===== src/rtl/fifo_wr_arbiter_if.sv =====
// Bus between NUM_REQ producers, the write arbiter and the FIFO write port.
//   req_valid/req_data/req_ready : per-requester valid/ready handshake
//   fifo_full                    : FIFO backpressure
//   fifo_write_en/fifo_data_in   : FIFO write port
// Modports: master = producers + FIFO side (testbench), slave = arbiter.
`timescale 1ns/1ps
interface fifo_wr_arbiter_if #(
  parameter int unsigned NUM_REQ = 4,
  parameter int unsigned DATA_W  = 8
);
  logic [NUM_REQ-1:0]        req_valid;
  logic [NUM_REQ*DATA_W-1:0] req_data;
  logic [NUM_REQ-1:0]        req_ready;
  logic                      fifo_full;
  logic                      fifo_write_en;
  logic [DATA_W-1:0]         fifo_data_in;

  modport master (
    output req_valid, req_data, fifo_full,
    input  req_ready, fifo_write_en, fifo_data_in
  );

  modport slave (
    input  req_valid, req_data, fifo_full,
    output req_ready, fifo_write_en, fifo_data_in
  );
endinterface


===== src/rtl/fifo_wr_arbiter.sv =====
// Round-robin write arbiter sharing one FIFO write port among NUM_REQ
// producers. A grant lasts up to MAX_BURST accepted beats, or until the
// granted requester drops valid; one IDLE arbitration cycle sits between
// grants, and the released requester has lowest priority next time.
// Ports:
//   clk    : clock, rising edge
//   reset  : asynchronous active-low reset
//   bus    : fifo_wr_arbiter_if.slave (requester handshakes + FIFO write port)
//   grant  : one-hot current grant, 0 when idle
//   busy   : high while a grant is active
// Optional build macro FIFO_ARB_HIPRI_EN: requester 0 becomes high priority
// (wins every arbitration it requests, and pre-empts other grants after a beat).
`timescale 1ns/1ps
module fifo_wr_arbiter #(
  parameter int unsigned NUM_REQ   = 4,
  parameter int unsigned DATA_W    = 8,
  parameter int unsigned MAX_BURST = 4
) (
  input  logic               clk,
  input  logic               reset,
  fifo_wr_arbiter_if.slave   bus,
  output logic [NUM_REQ-1:0] grant,
  output logic               busy
);

  localparam int unsigned IDX_W = $clog2(NUM_REQ);
  localparam int unsigned CNT_W = (MAX_BURST > 1) ? $clog2(MAX_BURST) : 1;

  typedef enum logic {
    ST_IDLE  = 1'b0,
    ST_GRANT = 1'b1
  } state_t;

  state_t             r_state, w_state_nxt;
  logic [NUM_REQ-1:0] r_grant, w_grant_nxt;
  logic [IDX_W-1:0]   r_gidx,  w_gidx_nxt;
  logic [IDX_W-1:0]   r_last,  w_last_nxt;
  logic [CNT_W-1:0]   r_cnt,   w_cnt_nxt;

  logic [IDX_W-1:0]   w_cand;
  logic [IDX_W-1:0]   w_rr_idx;
  logic               w_rr_any;
  logic               w_beat;
  logic               w_release;

  // State register; reset leaves the pointer on the last index so requester 0 wins first
  always_ff @(posedge clk or negedge reset) begin
    if (!reset) begin
      r_state <= ST_IDLE;
      r_grant <= '0;
      r_gidx  <= '0;
      r_last  <= IDX_W'(NUM_REQ - 1);
      r_cnt   <= '0;
    end else begin
      r_state <= w_state_nxt;
      r_grant <= w_grant_nxt;
      r_gidx  <= w_gidx_nxt;
      r_last  <= w_last_nxt;
      r_cnt   <= w_cnt_nxt;
    end
  end

  // Next-state and handshake outputs
  always_comb begin
    w_state_nxt       = r_state;
    w_grant_nxt       = r_grant;
    w_gidx_nxt        = r_gidx;
    w_last_nxt        = r_last;
    w_cnt_nxt         = r_cnt;
    w_cand            = '0;
    w_rr_idx          = r_last;
    w_rr_any          = 1'b0;
    w_beat            = 1'b0;
    w_release         = 1'b0;
    bus.req_ready     = '0;
    bus.fifo_write_en = 1'b0;
    bus.fifo_data_in  = bus.req_data[32'(r_gidx)*DATA_W +: DATA_W];
    grant             = r_grant;
    busy              = (r_state == ST_GRANT);

    // Circular search upward from the requester after the last round-robin winner
    for (int unsigned k = 1; k <= NUM_REQ; k++) begin
      w_cand = IDX_W'((32'(r_last) + k) % NUM_REQ);
      if (!w_rr_any && bus.req_valid[w_cand]) begin
        w_rr_any = 1'b1;
        w_rr_idx = w_cand;
      end
    end

    case (r_state)
      ST_IDLE: begin
`ifdef FIFO_ARB_HIPRI_EN
        // Priority grant to requester 0 leaves the round-robin pointer alone
        if (bus.req_valid[0]) begin
          w_state_nxt = ST_GRANT;
          w_gidx_nxt  = '0;
          w_grant_nxt = NUM_REQ'(1);
          w_cnt_nxt   = '0;
        end else
`endif
        if (w_rr_any) begin
          w_state_nxt = ST_GRANT;
          w_gidx_nxt  = w_rr_idx;
          w_last_nxt  = w_rr_idx;
          w_grant_nxt = NUM_REQ'(1) << w_rr_idx;
          w_cnt_nxt   = '0;
        end
      end

      ST_GRANT: begin
        w_beat            = bus.req_valid[r_gidx] && !bus.fifo_full;
        bus.req_ready     = bus.fifo_full ? '0 : r_grant;
        bus.fifo_write_en = w_beat;
        // Dropped valid always releases, even while the FIFO is full
        w_release = !bus.req_valid[r_gidx] ||
                    (w_beat && (r_cnt == CNT_W'(MAX_BURST - 1)));
`ifdef FIFO_ARB_HIPRI_EN
        if (w_beat && (r_gidx != '0) && bus.req_valid[0]) begin
          w_release = 1'b1;
        end
`endif
        if (w_release) begin
          w_state_nxt = ST_IDLE;
          w_grant_nxt = '0;
          w_cnt_nxt   = '0;
        end else if (w_beat) begin
          w_cnt_nxt = r_cnt + CNT_W'(1);
        end
      end

      default: begin
        w_state_nxt = ST_IDLE;
        w_grant_nxt = '0;
      end
    endcase
  end

endmodule


===== src/flat_wrapper.sv =====
// flat-port wrapper written by rule: the top's interface ports become plain ports
module fifo_wr_arbiter_flat 
#(
  parameter int unsigned NUM_REQ   = 4,
  parameter int unsigned DATA_W    = 8,
  parameter int unsigned MAX_BURST = 4
)
  (clk, reset, grant, busy, bus_req_valid, bus_req_data, bus_fifo_full, bus_req_ready, bus_fifo_write_en, bus_fifo_data_in);
  fifo_wr_arbiter_if #(.NUM_REQ(NUM_REQ), .DATA_W(DATA_W)) bus_i ();
  input  logic clk;
  input  logic reset;
  output logic [NUM_REQ-1:0] grant;
  output logic busy;
  input wire logic [$bits(bus_i.req_valid)-1:0] bus_req_valid;
  input wire logic [$bits(bus_i.req_data)-1:0] bus_req_data;
  input wire logic [$bits(bus_i.fifo_full)-1:0] bus_fifo_full;
  output wire logic [$bits(bus_i.req_ready)-1:0] bus_req_ready;
  output wire logic [$bits(bus_i.fifo_write_en)-1:0] bus_fifo_write_en;
  output wire logic [$bits(bus_i.fifo_data_in)-1:0] bus_fifo_data_in;
  assign bus_i.req_valid = bus_req_valid;
  assign bus_i.req_data = bus_req_data;
  assign bus_i.fifo_full = bus_fifo_full;
  assign bus_req_ready = bus_i.req_ready;
  assign bus_fifo_write_en = bus_i.fifo_write_en;
  assign bus_fifo_data_in = bus_i.fifo_data_in;
  fifo_wr_arbiter #(.NUM_REQ(NUM_REQ), .DATA_W(DATA_W), .MAX_BURST(MAX_BURST)) u_core (.clk(clk), .reset(reset), .bus(bus_i), .grant(grant), .busy(busy));
endmodule

===== config.mk =====
export PLATFORM = sky130hd
export DESIGN_NAME = fifo_wr_arbiter_flat
export DESIGN_NICKNAME = d
export VERILOG_FILES = /design/src/rtl/fifo_wr_arbiter_if.sv /design/src/rtl/fifo_wr_arbiter.sv /design/src/flat_wrapper.sv
export SDC_FILE = /design/constraint.sdc
export NUM_CORES = 1
export LEC_CHECK = 0
export CAP_MARGIN = 10
export CORE_ASPECT_RATIO = 1.4
export CORE_MARGIN = 2
export CORE_UTILIZATION = 34
export DETAILED_ROUTE_END_ITERATION = 10
export GPL_TIMING_DRIVEN = 1
export PLACE_DENSITY_LB_ADDON = 0.3
export SLEW_MARGIN = 20
export SYNTH_ARGS = -nofsm -noshare
export SYNTH_HDL_FRONTEND = slang
export SYNTH_SLANG_ARGS = --single-unit

===== constraint.sdc =====
create_clock -name clk -period 1.9 [get_ports clk]
set_input_delay 0.38 -clock clk [delete_from_list [all_inputs] [get_ports clk]]
set_output_delay 0.38 -clock clk [all_outputs]
set_load 0.01 [all_outputs]

# Word-level counts from Yosys, hierarchy flattened
# Index checks and enable logic that the tools add are counted.
# op_classes
add_sub_neg	5
n_mul	0
div_mod_pow	0
order_cmp	5
n_eq_ne	4
shifts	2
muxes	31
n_bitwise	1
n_reduce_logical	14
# ops
operator	count
$shiftx 32x6->8	1
$mux 4	4
$lt 2x3->1 const B	5
$mux 2	7
$mux 1	12
$bmux 1 s2	5
$pmux 4 s2	1
$add 2x1->2 const B	3
$reduce_and 2->1	3
$logic_and 1x1->1	5
$logic_not 1->1	5
$add 2x2->2 const B	2
$pmux 2 s2	1
$shl 1x2->4 const A	1
$ne 3x3->1 const B	1
$eq 2x2->1 const B	1
$ne 2x1->1 const B	1
$ne 2x2->1 const B	1
$pmux 1 s2	1
$logic_or 1x1->1	1
$not 1->1	1
# word_totals
regBits	11
latchBits	0
ram_bits	0
romBits	0
in_bits	39
out_inout_bits	18
wordCells	67
n_memories	0

# Depth between registers and ports, before layout
# Gate-level depths: netlist of run 1.
# depth
ltp_word	16
mapped_depth	5
depth_no_buf	5

# Worst setup path before layout of run 1
# OpenSTA, ideal clock, no wires.
# synth_path
path_type	flip-flop to output port
startpoint	register u_core.r_gidx[0]
endpoint	output bus_fifo_write_en
t_arrival_ns	1.203
required_time_ns	1.520
path_slack_ns	0.317
path_stages_with_launch	5
n_path_buf	1
path_cell_list	dfrtp_1 -> buf_6 -> mux4_2 -> nand2_1 -> inv_1
# synth_between
elab_chain_len	4
# synth_rtl
element	line_no	source
from (decl)	fifo_wr_arbiter.sv:36	logic [IDX_W-1:0] r_gidx, w_gidx_nxt;
from (signal assigned)	fifo_wr_arbiter.sv:57	r_gidx <= w_gidx_nxt;
$bmux 1 s2	fifo_wr_arbiter.sv:111	w_beat = bus.req_valid[r_gidx] && !bus.fifo_full;
$mux 1 (not written as such)	fifo_wr_arbiter.sv:111	
$logic_and 1x1->1	fifo_wr_arbiter.sv:111	
$mux 1	fifo_wr_arbiter.sv:90	case (r_state)
to (decl)	flat_wrapper.sv:18	output wire logic [$bits(bus_i.fifo_write_en)-1:0] bus_fifo_write_en;
# Every way passes these cells. The select of a mux whose other input is x is not followed.

# Worst setup path after layout of run 1
# layout_path
startpoint	input bus_req_valid[2]
endpoint	output bus_fifo_write_en
# layout_between
elab_chain_len	4
# layout_rtl
element	line_no	source
from (decl)	flat_wrapper.sv:14	input wire logic [$bits(bus_i.req_valid)-1:0] bus_req_valid;
$bmux 1 s2	fifo_wr_arbiter.sv:111	
$mux 1 (not written as such)	fifo_wr_arbiter.sv:111	
$logic_and 1x1->1	fifo_wr_arbiter.sv:111	
$mux 1	fifo_wr_arbiter.sv:90	
# Every way passes these cells. The select of a mux whose other input is x is not followed.

==> results of run 1 <==
-- metrics by stage --
step | worst slack [ns] | std cells
3_3_place_gp | -0.380 | 153
3_5_place_dp | -0.387 | 153
2_1_floorplan | 0.317 | 64
5_1_grt | -0.120 | 160
6_report | -0.0453 | 160
4_1_cts | -0.0492 | 159
-- cells in the final DEF, fill, tap and decap left out, types with 2 or more instances in the layout --
| cell type | instances |
|---|---|
| dfrtp_1 | 9 |
| mux4_1 | 4 |
| clkbuf_2 | 2 |
| dfstp_2 | 2 |
| buf_6 | 3 |
| mux2_2 | 2 |
| mux4_2 | 5 |
| and2_1 | 4 |
| nor2b_1 | 2 |
| o21a_1 | 3 |
| clkbuf_4 | 3 |
| buf_2 | 6 |
| o2bb2ai_1 | 2 |
| buf_4 | 14 |
| clkdlybuf4s50_1 | 42 |
| nand2b_1 | 3 |
| clkdlybuf4s15_1 | 2 |
| buf_12 | 2 |
| a32o_1 | 3 |
| o21ai_0 | 5 |
| nor2_1 | 3 |
-- synthesized netlist by cell type (all sizes together) (2+ instances only) --
master and count:
and2 4, a32o 3, o2bb2ai 2, inv 2, nor2 4, dfstp 2
dfrtp 9, nand2b 3, mux4 9, o21a 3, mux2 2, o21ai 6
nor2b 2, nand2 2, buf 2, nand3 2
-- path summary, 6_finish.rpt --
| check | startpoint | endpoint | cells past startpoint | slack [ns] |
|---|---|---|---|---|
| max | bus_req_valid[2] | bus_fifo_write_en | 5 | -0.05 |
| min in group clk | u_core.grant[0]$_DFFE_PN0P_ | u_core.grant[0]$_DFFE_PN0P_ | 1 | 0.52 |
| min | reset | u_core.r_gidx[0]$_DFFE_PN0P_ | 1 | 0.44 |
| min reg2reg | u_core.grant[0]$_DFFE_PN0P_ | u_core.grant[0]$_DFFE_PN0P_ | 1 | 0.52 |
| max in group asynchronous | reset | u_core.r_last[0]$_DFFE_PN1P_ | 1 | 1.12 |
| max reg2reg | u_core.r_gidx[0]$_DFFE_PN0P_ | u_core.r_cnt[1]$_DFFE_PN0P_ | 7 | 0.03 |
-- cell type report --
class / instances / area [um2]
tap: 22 / 27.5
sequential: 11 / 278
timing repair buffer: 72 / 668
multi-input combinational: 49 / 513
fill: 175 / 707
inverter: 2 / 7.51
clock buffer: 4 / 26.3
-- kinds of logic (layout without fill, tap and decap cells) --
family          after synthesis  in the layout  synth area share, %
simple gates                 21             21                 14.7
compound gates               16             16                 14.8
mux                          11             11                 31.5
flops                        11             11                 34.3
buf+inv                       4             78                 3.24
fa+ha+maj                     1              1                 1.54
-- layer usage --
metal	GRT usage (%)	vias up
met5	0	-
met3	6.65	4
met1	21.3	424
li1	-	405
met4	8.82	0
met2	31.0	58
-- power breakdown --
group	switching (W)	internal (W)
Sequential	0.0000804	0.000347
Clock	0.0000681	0.0000810
Combinational	0.000512	0.000751
-- repair_timing --
| action | 4_1_cts | 5_1_grt |
|---|---|---|
| cloned | 0 | 0 |
| gates resized for setup | 52 | 8 |
| setup endpoints to repair | 13 | 15 |
| pin swaps | 1 | 2 |
| hold endpoints to repair | 0 | 0 |
| setup buffers | 2 | 1 |
-- registers in the layout, summed over array words and instances, names as in the netlist --
| signal | count |
|---|---|
| u_core.r_gidx | 2 |
| u_core.r_cnt | 2 |
| u_core.busy | 1 |
| u_core.r_last | 2 |
| u_core.grant | 4 |
==> flow_summary.json, run 1 <==
{
  "vias": 891,
  "drc": 0,
  "routabilityCongestion": 0.813,
  "setup_violations": 3,
  "std_cell_rows": 20,
  "wl_met2_mm": 1.19,
  "leakage_nw": 0.648,
  "top_layer_used": "met4",
  "max_stage_delay_ns": 0.51,
  "synth_area_leaders": "dfrtp_1, mux4_1, dfstp_2",
  "drt_iter0_markers": 19,
  "skew_ns": 0.00375,
  "ir_drop_mv": 0.806,
  "clockRootBuffer": "clkbuf_4",
  "grt-ovfl-total": 0,
  "finalCriticalPeriod_ns": 1.95,
  "io_buffers": 56,
  "drt_pass1_iterations": 4,
  "setup.worst_path.class": "in2out",
  "die_h_um": 61.8,
  "drt-total-wl_mm": 2.58,
  "ys_types": 27,
  "grt_pass1_vias": 878,
  "grt_start_max_net_pins": 12,
  "synth-seq-cells": 11,
  "h-tree-depth": 1,
  "ant_nets": 0,
  "slew_headroom_pct": 69.2,
  "status": "finished, violations left",
  "hold_ws_ns": 0.436,
  "final_area_um2": 1520,
  "syn_to_final_growth_pct": 87.5,
  "setup_ws_ns": -0.0453,
  "tritoncts": "yes",
  "clkLatencyLatePin_ns": 0.26,
  "antenna_cells": 0,
  "synthFlopType": "dfrtp_1",
  "cp-start-kind": "input pin",
  "maxCapViolCount": 0,
  "crit_slowest_cell": "mux4_2",
  "drv_slew": 0,
  "yosysSeqAreaShare_pct": 34.3,
  "core_area_um2": 2230,
  "antenna_found_initial": 0,
  "rsz0062_at_grt": "true",
  "clkTransAtPathRegs_ns": 0.06,
  "period_share_pct": 102,
  "place_area_um2": 1500,
  "crit_required_ns": 1.52,
  "drive_gt1_share_pct": 33.3,
  "wl_met1_um": 977,
  "cts_buffers": 3,
  "synth_edf_count": 0,
  "io_pins": 57,
  "grt_usage_pct": 18.7,
  "vias_per_cell": 5.57,
  "cp_max_fo": 2,
  "worstMarginPinSlew_ns": 0.461,
  "met3_length_um": 386,
  "utilization_pct": 68.3,
  "clock_path_buffers": 2,
  "dieWidth_um": 45.3,
  "power_w": 0.00184,
  "synth_nets": 104,
  "fin_nets": 179,
  "synthCells": 64,
  "power_density_nw_per_um2": 1210,
  "final_hold_viol_count": 0,
  "synth.avg_cell_area_um2": 12.7,
  "synth_warnings": 0,
  "critPathBufInv": 3,
  "hold_buffers": 0,
  "fmax_ghz": 0.514,
  "synth_top_area_share_pct": 27.8,
  "grt_pass1_wl_mm": 3.80,
  "crit_arrival_ns": 1.57,
  "post-dp-hpwl_mm": 1.97,
  "synth_area_leader_cell": "dfrtp_1",
  "cp_cell_sequence": "clkdlybuf4s50_1 -> mux4_2 -> nand2_2 -> inv_2 -> buf_6",
  "wl_per_cell_um": 16.1,
  "critPathCaptureType": "primary output",
  "min_path_type": "in2async",
  "setup_tns_ns": -0.0608,
  "async_flop_share_pct": 100,
  "netlist_area_um2": 811,
  "path_delay_family": "buffers and inverters",
  "violations": "negative setup slack",
  "cts.sinks": 11,
  "die_area_um2": 2800,
  "start_util_pct": 36.4
}
Note: power is estimated with default switching activity, not from simulation.
==> run 2, diff against run 1 <==
PLACE_DENSITY_LB_ADDON = 0.12   (was 0.3)
==> flow_summary.json, run 2 (synthesis results as in run 1) <==
{
  "cp-start-kind": "input pin",
  "antenna_found_initial": 0,
  "h-tree-depth": 1,
  "grt_pass1_wl_mm": 4.02,
  "cts.sinks": 11,
  "critPathCaptureType": "primary output",
  "finalCriticalPeriod_ns": 1.96,
  "crit_slowest_cell": "mux4_2",
  "maxCapViolCount": 0,
  "cp_max_fo": 2,
  "die_h_um": 61.8,
  "violations": "negative setup slack",
  "setup_violations": 1,
  "skew_ns": 0.000748,
  "setup.worst_path.class": "in2out",
  "io_pins": 57,
  "drv_slew": 0,
  "status": "finished, violations left",
  "leakage_nw": 0.632,
  "vias_per_cell": 5.54,
  "wl_per_cell_um": 16.4,
  "clock_path_buffers": 2,
  "std_cell_rows": 20,
  "core_area_um2": 2230,
  "grt-ovfl-total": 0,
  "drt_iter0_markers": 22,
  "grt_pass1_vias": 971,
  "rsz0062_at_grt": "true",
  "setup_ws_ns": -0.0564,
  "period_share_pct": 103,
  "fin_nets": 178,
  "drt_pass1_iterations": 4,
  "largest_register_ffs": 4,
  "routabilityCongestion": 0.748,
  "die_area_um2": 2800,
  "antenna_cells": 0,
  "start_util_pct": 36.4,
  "clkTransAtPathRegs_ns": 0.07,
  "dieWidth_um": 45.3,
  "tritoncts": "yes",
  "cp_cell_sequence": "clkdlybuf4s50_1 -> mux4_2 -> nand2_2 -> inv_2 -> buf_6",
  "clkLatencyLatePin_ns": 0.26,
  "crit_required_ns": 1.52,
  "drt-total-wl_mm": 2.60,
  "fmax_ghz": 0.511,
  "final_hold_viol_count": 0,
  "ir_drop_mv": 0.760,
  "final_cell_mix": "clkdlybuf4s50_1, buf_4, dfrtp_1",
  "vias": 881,
  "min_path_type": "in2async",
  "io_buffers": 56,
  "power_w": 0.00178,
  "slew_headroom_pct": 68.1,
  "hold_buffers": 0,
  "r2r_cells": 6,
  "drive_gt1_share_pct": 34.3,
  "grt_usage_pct": 19.5,
  "cts_buffers": 3,
  "syn_to_final_growth_pct": 83.2,
  "worstMarginPinSlew_ns": 0.478,
  "max_stage_delay_ns": 0.52,
  "grt_start_max_net_pins": 12,
  "power_density_nw_per_um2": 1200,
  "post-dp-hpwl_mm": 2.08,
  "drc": 0,
  "layout_commonest_cell": "clkdlybuf4s50_1",
  "clockRootBuffer": "clkbuf_4",
  "setup_tns_ns": -0.0564,
  "crit_arrival_ns": 1.58,
  "ant_nets": 0
}
==> run 2: changes by cell type in the layout (fill, tap and decap cells not counted), moves of 2 or more <==
cell and change:
mux4_1 -2, dlygate4sd2_1 +2, clkdlybuf4s50_1 -2, mux4_2 +2
==> run 2: what timing repair did <==
action                                  4_1_cts  5_1_grt
gates resized for setup                      51       12
pin swaps                                     1        1
setup buffers                                 3        0
endpoints found under the setup margin       15       14
==> run 2: power by group <==
group	leakage, nW	switching (W)	total (W)	internal [W]
clock network	0.0150	0.0000718	0.000153	0.0000810
registers	0.136	0.0000918	0.000441	0.000349
logic	0.481	0.000479	0.00119	0.000708
==> run 2: stage by stage <==
stage | hold WS, ns | cell area, um2 | std cells | utilization, % | setup slack [ns]
finish | 0.445 | 1490 | 159 | 66.7 | -0.0564
global route | 0.475 | 1490 | 159 | 66.7 | -0.118
CTS | 0.452 | 1490 | 159 | 67.0 | -0.0573
detailed placement | 0.498 | 1480 | 152 | 66.6 | -0.435
global placement | 0.493 | 1480 | 152 | 66.6 | -0.406
floorplan | 0.0844 | 811 | 64 | - | 0.317
==> run 2: worst max-delay path, delay by kind of cell <==
kind	cells	cell delay, ns
buffers and inverters	3	0.57
muxes	1	0.52
and+or+nand+nor	1	0.11
==> run 2: metal layers <==
| metal | GRT usage, % | wire (um) |
|---|---|---|
| met1 | 20.4 | 1010 |
| met2 | 36.5 | 1210 |
| met3 | 6.94 | 353 |
| met4 | 5.04 | 23 |
| met5 | 0 | 0 |
==> run 2: final timing paths <==
| check | start | to | slack [ns] |
|---|---|---|---|
| setup / recovery | bus_req_valid[2] | bus_fifo_write_en | -0.06 |
| max in group asynchronous | reset | u_core.r_gidx[0]$_DFFE_PN0P_ | 1.11 |
| setup reg to reg | u_core.r_gidx[0]$_DFFE_PN0P_ | u_core.r_cnt[1]$_DFFE_PN0P_ | 0.09 |
| min in group clk | u_core.grant[3]$_DFFE_PN0P_ | u_core.grant[3]$_DFFE_PN0P_ | 0.52 |
| hold reg to reg | u_core.grant[3]$_DFFE_PN0P_ | u_core.grant[3]$_DFFE_PN0P_ | 0.52 |
| hold / removal | reset | u_core.grant[0]$_DFFE_PN0P_ | 0.45 |
==> run 2: final cells by class <==
cell class | count | area (um2)
clock buffer | 4 | 26.3
tap | 22 | 27.5
timing repair buffer | 71 | 654
inverter | 2 | 7.51
multi-input combinational | 49 | 490
sequential | 11 | 279
fill | 183 | 742
